File: src/rtl/arb_rr_oht_pkg.sv
// Shared types and helpers for the round-robin arbiter with locked grants
// and its one-hot decoder tree.
package arb_rr_oht_pkg;

    typedef enum logic {
        ST_IDLE  = 1'b0,
        ST_GRANT = 1'b1
    } arb_state_e;

    // One branch of a decoder node: is output k selected by this digit?
    // impl 0 compares the digit directly; any other value uses a shifted mask.
    function automatic logic dec_digit(input int digit, input int k, input int impl);
        logic [31:0] w_sh;
        logic        w_hit;
        w_sh = 32'd0;
        if (impl == 0) begin
            w_hit = (digit == k);
        end else begin
            w_sh  = 32'd1 << digit;
            w_hit = w_sh[k];
        end
        return w_hit;
    endfunction

endpackage

File: src/rtl/bin2oht_tree.sv
// Binary-to-one-hot decoder built as a SPLIT-ary tree; one level per index digit.
// SPLIT is expected to be a power of two and WIDTH a power of SPLIT.
module bin2oht_tree
    import arb_rr_oht_pkg::*;
#(
    parameter int WIDTH          = 8,
    parameter int SPLIT          = 2,
    parameter int IMPLEMENTATION = 0
) (
    input  logic                     vld,
    input  logic [$clog2(WIDTH)-1:0] bin,
    output logic [WIDTH-1:0]         oht
);

    localparam int WIDTH_LOG = $clog2(WIDTH);
    localparam int DB        = (SPLIT > 1) ? $clog2(SPLIT) : 1;
    localparam int LEVELS    = WIDTH_LOG / DB;

    logic [WIDTH-1:0] w_cur;
    logic [WIDTH-1:0] w_nxt;
    int               w_digit;

    // Expand the enable one level per digit, most significant digit first.
    always_comb begin
        w_cur    = {WIDTH{1'b0}};
        w_cur[0] = vld;
        w_nxt    = {WIDTH{1'b0}};
        w_digit  = 0;
        for (int l = 0; l < LEVELS; l++) begin
            w_digit = (int'(bin) >> ((LEVELS - 1 - l) * DB)) & (SPLIT - 1);
            w_nxt   = {WIDTH{1'b0}};
            for (int j = 0; j < WIDTH / SPLIT; j++) begin
                for (int k = 0; k < SPLIT; k++) begin
                    w_nxt[j*SPLIT+k] = w_cur[j] & dec_digit(w_digit, k, IMPLEMENTATION);
                end
            end
            w_cur = w_nxt;
        end
        oht = w_cur;
    end

endmodule

File: src/rtl/arb_rr_oht.sv
// Round-robin arbiter: a grant is locked until ack or an optional hold timeout,
// then re-arbitrated in the same cycle; grant is output as index and one-hot.
module arb_rr_oht
    import arb_rr_oht_pkg::*;
#(
    parameter int WIDTH          = 8,
    parameter int SPLIT          = 2,
    parameter int IMPLEMENTATION = 0,
    parameter int HOLD_MAX       = 0
) (
    input  logic                     clk,
    input  logic                     rst_n,
    input  logic [WIDTH-1:0]         req,
    input  logic                     ack,
    output logic                     gnt_vld,
    output logic [$clog2(WIDTH)-1:0] gnt_bin,
    output logic [WIDTH-1:0]         gnt_oht,
    output logic                     tmo
);

    localparam int WIDTH_LOG = $clog2(WIDTH);

    arb_state_e           r_state;
    logic [WIDTH_LOG-1:0] r_bin;
    logic [WIDTH_LOG-1:0] r_ptr;

    arb_state_e           w_state_nxt;
    logic [WIDTH_LOG-1:0] w_bin_nxt;
    logic [WIDTH_LOG-1:0] w_ptr_nxt;
    logic [WIDTH_LOG-1:0] w_win;
    logic                 w_any;
    logic                 w_load;
    logic                 w_release;
    logic                 w_tmo_hit;

    // First requester after p, wrapping; p itself is considered last.
    function automatic logic [WIDTH_LOG-1:0] rr_pick(input logic [WIDTH-1:0] r,
                                                     input logic [WIDTH_LOG-1:0] p);
        logic [WIDTH_LOG-1:0] win;
        int                   c;
        win = {WIDTH_LOG{1'b0}};
        for (int i = WIDTH; i >= 1; i--) begin
            c = (int'(p) + i) % WIDTH;
            if (r[c]) begin
                win = WIDTH_LOG'(c);
            end else begin
                win = win;
            end
        end
        return win;
    endfunction

    assign w_any = |req;
    assign w_win = rr_pick(req, r_ptr);

    // Next-state: grant from idle, or release (ack/timeout) with re-arbitration.
    always_comb begin
        w_state_nxt = r_state;
        w_bin_nxt   = r_bin;
        w_ptr_nxt   = r_ptr;
        w_load      = 1'b0;
        w_release   = 1'b0;
        case (r_state)
            ST_IDLE: begin
                if (w_any) begin
                    w_state_nxt = ST_GRANT;
                    w_bin_nxt   = w_win;
                    w_ptr_nxt   = w_win;
                    w_load      = 1'b1;
                end else begin
                    w_bin_nxt   = {WIDTH_LOG{1'b0}};
                end
            end
            ST_GRANT: begin
                if (ack || w_tmo_hit) begin
                    w_release = 1'b1;
                    if (w_any) begin
                        w_bin_nxt = w_win;
                        w_ptr_nxt = w_win;
                        w_load    = 1'b1;
                    end else begin
                        w_state_nxt = ST_IDLE;
                        w_bin_nxt   = {WIDTH_LOG{1'b0}};
                    end
                end else begin
                    w_release = 1'b0;
                end
            end
            default: begin
                w_state_nxt = ST_IDLE;
                w_bin_nxt   = {WIDTH_LOG{1'b0}};
            end
        endcase
    end

    // Grant state, index and priority pointer registers.
    always_ff @(posedge clk or negedge rst_n) begin
        if (!rst_n) begin
            r_state <= ST_IDLE;
            r_bin   <= {WIDTH_LOG{1'b0}};
            r_ptr   <= WIDTH_LOG'(WIDTH - 1);
        end else begin
            r_state <= w_state_nxt;
            r_bin   <= w_bin_nxt;
            r_ptr   <= w_ptr_nxt;
        end
    end

    generate
        if (HOLD_MAX > 0) begin : g_hold
            localparam int HOLD_LOG = $clog2(HOLD_MAX + 1);
            logic [HOLD_LOG-1:0] r_cnt;
            logic                r_tmo;

            // A grant that reaches its last allowed cycle without ack is released.
            assign w_tmo_hit = (r_state == ST_GRANT) && !ack &&
                               (r_cnt == HOLD_LOG'(HOLD_MAX - 1));

            // Cycles elapsed in the current grant, plus the one-cycle timeout flag.
            always_ff @(posedge clk or negedge rst_n) begin
                if (!rst_n) begin
                    r_cnt <= {HOLD_LOG{1'b0}};
                    r_tmo <= 1'b0;
                end else begin
                    r_tmo <= w_tmo_hit;
                    if (w_load) begin
                        r_cnt <= {HOLD_LOG{1'b0}};
                    end else if ((r_state == ST_GRANT) && !w_release) begin
                        r_cnt <= r_cnt + HOLD_LOG'(1);
                    end else begin
                        r_cnt <= r_cnt;
                    end
                end
            end

            assign tmo = r_tmo;
        end else begin : g_nohold
            assign w_tmo_hit = 1'b0;
            assign tmo       = 1'b0;
        end
    endgenerate

    assign gnt_vld = (r_state == ST_GRANT);
    assign gnt_bin = r_bin;

    bin2oht_tree #(
        .WIDTH          (WIDTH),
        .SPLIT          (SPLIT),
        .IMPLEMENTATION (IMPLEMENTATION)
    ) u_dec (
        .vld (gnt_vld),
        .bin (gnt_bin),
        .oht (gnt_oht)
    );

endmodule
File: config.mk
export PLATFORM = sky130hd
export DESIGN_NAME = arb_rr_oht
export DESIGN_NICKNAME = d
export VERILOG_FILES = /design/src/rtl/arb_rr_oht_pkg.sv /design/src/rtl/bin2oht_tree.sv /design/src/rtl/arb_rr_oht.sv
export SDC_FILE = /design/constraint.sdc
export NUM_CORES = 1
export LEC_CHECK = 0
export BUFFER_PORTS_ARGS = -buffer_cell sky130_fd_sc_hd__buf_2
export CORE_ASPECT_RATIO = 1.2
export CORE_UTILIZATION = 25
export CTS_BUF_LIST = sky130_fd_sc_hd__clkbuf_16
export CTS_CLUSTER_DIAMETER = 150
export DETAILED_ROUTE_END_ITERATION = 6
export PLACE_DENSITY = 0.41
export SLEW_MARGIN = 25
export SYNTH_ARGS = -nofsm -noshare
export SYNTH_HDL_FRONTEND = slang
export SYNTH_HIERARCHICAL = 1
export SYNTH_SLANG_ARGS = --single-unit
File: constraint.sdc
create_clock -name clk -period 3.71 [get_ports clk]
set_input_delay 0.371 -clock clk [delete_from_list [all_inputs] [get_ports clk]]
set_output_delay 0.371 -clock clk [all_outputs]
set_load 0.05 [all_outputs]
# After elaboration in Yosys (flattened, before gate mapping)

Cells that the tools add are included.

Flip-flop bits (word level): 7
Output and inout bits: 13
Bits of input ports: 11
Logic and storage cells: 96

Multiplexer cells: 41
Add/subtract/negate cells: 8
Equal/unequal tests: 1
Reductions and logical operators: 12
Bitwise gates (word level): 23
Magnitude comparators: 8

Operators with widths:

| operator            | number |
|---|---|
| $logic_not 32->1    | 3 |
| $lt 4x5->1 const B  | 8 |
| $mux 3              | 12 |
| $bmux 1 s3          | 8 |
| $reduce_or 3->1     | 8 |
| $mux 1              | 18 |
| $and 1x1->1         | 14 |
| $add 3x3->3 const B | 4 |
| $pmux 3 s2          | 2 |
| $and 1x1->1 const A | 8 |
| $reduce_or 8->1     | 1 |
| $add 3x1->3 const B | 2 |
| $add 3x2->3 const B | 2 |
| $ne 2x2->1 const B  | 1 |
| $pmux 1 s2          | 1 |
| $not 1->1           | 1 |

# Longest topological paths before layout

Word-level depth: 17
Mapped depth: 13
Depth with buffers taken out: 9

# Modules after synthesis

The synthesis kept the hierarchy.

By module, submodules not included:

| module       | area an instance (µm²) | cells an instance | seq. area each (µm²) | times used |
|---|---|---|---|---|
| arb_rr_oht   | 1295.0                 | 149               | 178.9                | 1 |
| bin2oht_tree | 96.3                   | 8                 | 0.0                  | 1 |

# Worst setup path before layout

OpenSTA, ideal clock, no wires.

Path type: register to register
Start: register r_ptr[0]
End: register r_bin[1], in the netlist gnt_bin[1]
Setup time: 125 ps
Buffers on the path: 3
Cell stages (with the launch flop): 13
Required time: 3585 ps
Data arrival time: 2845 ps
Slack: 740 ps
Period minus slack after synthesis: 2970 ps
Cell sequence: dfstp_2 > buf_6 > buf_2 > inv_1 > ha_1 > buf_6 > mux4_2 > mux2i_1 > nor2_1 > o21a_1 > o311a_1 > a31oi_1 > nand2_1

Cells in the longest elaborated chain, start to end: 15
Elaborated cells between the ends (all ways): 43
Those cells by class: 8 x add/sub; 35 x mux

RTL lines:

| what                                      | RTL line                           | RTL |
|---|---|---|
| start: declaration                        | arb_rr_oht.sv:25                   | `logic [WIDTH_LOG-1:0] r_ptr;` |
| start signal: assignment                  | arb_rr_oht.sv:101                  | `r_ptr <= WIDTH_LOG'(WIDTH - 1);` |
| start signal: assignment                  | arb_rr_oht.sv:105                  | `r_ptr <= w_ptr_nxt;` |
| $add 3x1->3                               | arb_rr_oht.sv:43                   | `c = (int'(p) + i) % WIDTH;` |
| $bmux 1 s3                                | arb_rr_oht.sv:44                   | `if (r[c]) begin` |
| $mux 1 (not written as such) (2 in a row) | arb_rr_oht.sv:44                   |  |
| $mux 3 (7 in a row)                       | arb_rr_oht.sv:44                   |  |
| $mux 3 *                                  | arb_rr_oht.sv:44                   |  |
| $mux 3 *                                  | arb_rr_oht.sv:65, arb_rr_oht.sv:77 |  |
| $mux 3                                    | arb_rr_oht.sv:75                   | `if (ack \|\| w_tmo_hit) begin` |
| $pmux 3 s2 *                              | arb_rr_oht.sv:63                   | `case (r_state)` |
| end signal: assignment                    | arb_rr_oht.sv:100                  | `r_bin <= {WIDTH_LOG{1'b0}};` |
| end signal: assignment                    | arb_rr_oht.sv:104                  | `r_bin <= w_bin_nxt;` |
| end: declaration                          | arb_rr_oht.sv:24                   | `logic [WIDTH_LOG-1:0] r_bin;` |

Mark *: on every way between the ends. The rest lies on a longest branch, timed or not. The select of a mux whose other input is x is not followed.
A chain may end at the register's enable or synchronous reset.

# Worst setup path in the final report

Start: register r_ptr[0]
End: register r_ptr[1]

Cells in the longest elaborated chain, start to end: 15
Elaborated cells between the ends (all ways): 43
Those cells by class: 8 x add/sub; 35 x mux

RTL lines:

| what                                      | RTL line |
|---|---|
| $add 3x1->3                               | arb_rr_oht.sv:43 |
| $bmux 1 s3                                | arb_rr_oht.sv:44 |
| $mux 1 (not written as such) (2 in a row) | arb_rr_oht.sv:44 |
| $mux 3 (7 in a row)                       | arb_rr_oht.sv:44 |
| $mux 3 *                                  | arb_rr_oht.sv:44 |
| $mux 3 *                                  | arb_rr_oht.sv:65, arb_rr_oht.sv:77 |
| $mux 3                                    | arb_rr_oht.sv:75 |
| $pmux 3 s2 *                              | arb_rr_oht.sv:63 |

Marked as above.

==> summary.txt <==
Worst setup path
  • Worst Path Required: 3850 ps
  • Setup crit end kind: flip-flop
  • Slowest cell on the critical path: ha_1
  • Critical Setup Path Class: flip-flop to flip-flop
  • Critical Path Max Stage Delay: 650 ps
  • Reg2reg setup slack: 580 ps
  • CP Max Fanout: 14
  • Startpoint types: flip-flop
  • WP data arrival: 3270 ps
  • Critical path, cell by cell: inv_1 -> ha_1 -> mux4_2 -> mux2i_1 -> nor2_1 -> o21a_1 -> o311a_1 -> a31oi_1 -> o21ai_1

Layout
  • Most common cell after layout, fill and taps aside: buf_2
  • Diode count: 0
  • Final #Nets: 190
  • Most frequent cells in the layout: 22 x buf_2, 14 x nor2_1, 12 x mux4_2
  • Share of cells above drive strength 1: 35.80%
  • Fillers: 569
  • P&R area growth vs syn: 16.19%

Route
  • DR DRC count: 0
  • Vias per cell: 5.618
  • 1st-iter DRT viols: 29
  • Routed Antenna Nets: 0
  • Via Count: 1,337
  • Final WL: 3.980 mm
  • DR WL/cell: 16.72 um
  • First-pass DRT Iterations: 4

Yosys
  • Ys async rst share: 100.0%
  • Synth warn: 6
  • Syn Std Cell Area: 0.001391 mm^2
  • Post-synth EDFFs: 0
  • Mapped Cells: 157
  • Syn_area_per_cell: 8.862 um^2
  • Syn Nets: 170
  • Synth Flop Type: dfrtp_1
  • Distinct cell type count after synthesis: 51
  • Register area share after synthesis: 12.86%
  • Post-synthesis register bit count: 7

Clock network
  • Clock Tree Buf Depth: 2
  • Clk sinks: 7
  • Worst skew pair latency: 230 ps
  • Clock transition at path regs: 40 ps
  • CTS Root Buffer Type: clkbuf_16
  • H-tree Lvls: 1
  • CTS tree: yes
  • CTS buffer count: 3

Job
  • MaxCap Viol Count: 0

Placement
  • Port Buffers: 22
  • Placer Congestion: 0.8623
  • DP Wirelength: 3.130 mm

Timing
  • Setup Skew: 0.3695 ps
  • Fmax: 0.3196 GHz
  • Count of final setup violators: 0
  • Min Hold Slack: 491.5 ps
  • Max-slew violations: 0
  • RSZ-0062 raised after global routing: false
  • Fin crit period: 3129 ps
  • Max-Slew Margin vs Limit: 62.99%
  • Fin Setup TNS: 0 ps
  • Final Hold Viols: 0
  • Actual slew at the worst max-slew pin: 555.2 ps
  • Period utilization: 84.33%

Die
  • Die Ht: 83.72 um
  • Initial core utilization: 26.08%
  • I/O Pins: 24
  • Width of the die: 70.10 um
  • Core ar.: 0.005334 mm^2
  • Die area: 0.005869 mm^2
  • Row count: 29

Outcome
  • Status: complete, no violations

Global routing
  • Vias in the first global route: 1,305
  • Global route overflow: 0
  • First-pass GRT wire length: 6.672 mm
  • Pin count of the biggest net entering global routing: 18
  • Tot GR Track Use: 14.16%
  • Initial antenna violation count: 0

Hold path
  • Worst min-delay path category: input port to flip-flop
==> layout make-up <==
type	instances	area [um^2]	share of cell area, %
inverter	6	22.52	1.393
clock inverter	1	3.754	0.2322
tap	62	77.57	4.799
timing repair buffer	26	142.6	8.824
multi-input combinational	133	1116	69.04
sequential	7	178.9	11.07
clock buffer	3	75.07	4.644
==> through the flow <==
| stage | area [um^2] | setup slack (ps) | util [%] | instances |
|---|---|---|---|---|
| after floorplan | 1391 | 739.9 | - | 157 |
| after global placement | 1528 | 582.9 | 28.64 | 233 |
| after detailed placement | 1528 | 540.6 | 28.64 | 233 |
| after CTS | 1617 | 526.2 | 30.31 | 238 |
| after global routing | 1617 | 252.1 | 30.31 | 238 |
| final | 1617 | 581.4 | 30.31 | 238 |
==> path summary, 6_finish.rpt <==
| path | start | to | cells past startpoint |
|---|---|---|---|
| min | ack | gnt_bin[1] | 4 |
| max reg2reg | r_ptr[0] | r_ptr[1] | 9 |
| max in group asynchronous | rst_n | r_ptr[2] | 2 |
| max | r_ptr[0] | r_ptr[1] | 9 |
| min reg2reg | r_ptr[1] | r_ptr[1] | 3 |
| min in group asynchronous | rst_n | gnt_bin[2] | 2 |
==> cells in the mapped netlist (2+ instances only) <==
cell	instances	area share [%]
a21o_1	2	1.1
a21oi_1	10	3.6
a31oi_1	3	1.3
and4b_2	3	2.4
and4bb_2	3	2.7
buf_2	5	1.8
buf_6	3	2.4
dfrtp_1	4	7.2
dfstp_2	3	5.7
ha_1	2	1.8
inv_1	6	1.6
mux2_2	5	4.0
mux2i_1	6	4.3
mux4_2	12	19
nand2_1	9	2.4
nand2b_1	9	4.0
nand3_1	6	2.2
nor2_1	14	3.8
nor2b_1	3	1.3
o211ai_1	2	1.1
o21ai_0	9	3.2
o21ai_1	2	0.72
o22ai_1	3	1.3
o31a_1	2	1.3
or2_2	3	1.3
or4_1	2	1.1
xnor2_1	2	1.3
==> worst max-delay path, delay by kind of cell (launching register included) <==
kind                     cells  cell delay (ps)
multiplexers                 2              950
flip-flops                   1              520
AND/OR/NAND/NOR              1               70
AO/OA/AOI/OAI                4              750
buffers and inverters        1               80
adder cells (fa/ha/maj)      1              650
==> layer usage <==
metal,up-vias,global-route usage [%],part of all wire [%]
li1,641,-,-
met1,635,18.16,43
met2,51,24.04,49
met3,10,0.9662,4.2
met4,0,6.545,3.4
met5,-,0,0
==> cell families (layout without fill, tap and decap cells) <==
logic type	count (synthesis)	count (layout)	share of synthesized area (%)
buffers and inverters	17	36	6.924
adder cells (fa/ha/maj)	2	2	1.798
flip-flops	7	7	12.86
AO/OA/AOI/OAI	44	44	21.04
multiplexers	24	24	29.68
AND/OR/NAND/NOR	59	59	25.54
XOR/XNOR	3	3	1.889
other	1	1	0.2695
==> flip-flops by register name, indices dropped and copies added (netlist names) <==
signal   count
gnt_bin      3
r_ptr        3
gnt_vld      1
==> what timing repair did <==
item                                   4_1_cts  5_1_grt
setup buffers                                0        0
gates resized for setup                      0        0
hold buffers                                 1        0
endpoints found under the hold margin        4        0
Power is left out: the tool's default activity adds up to more than one toggle a clock period on the data nets, which glitch-free logic cannot reach.
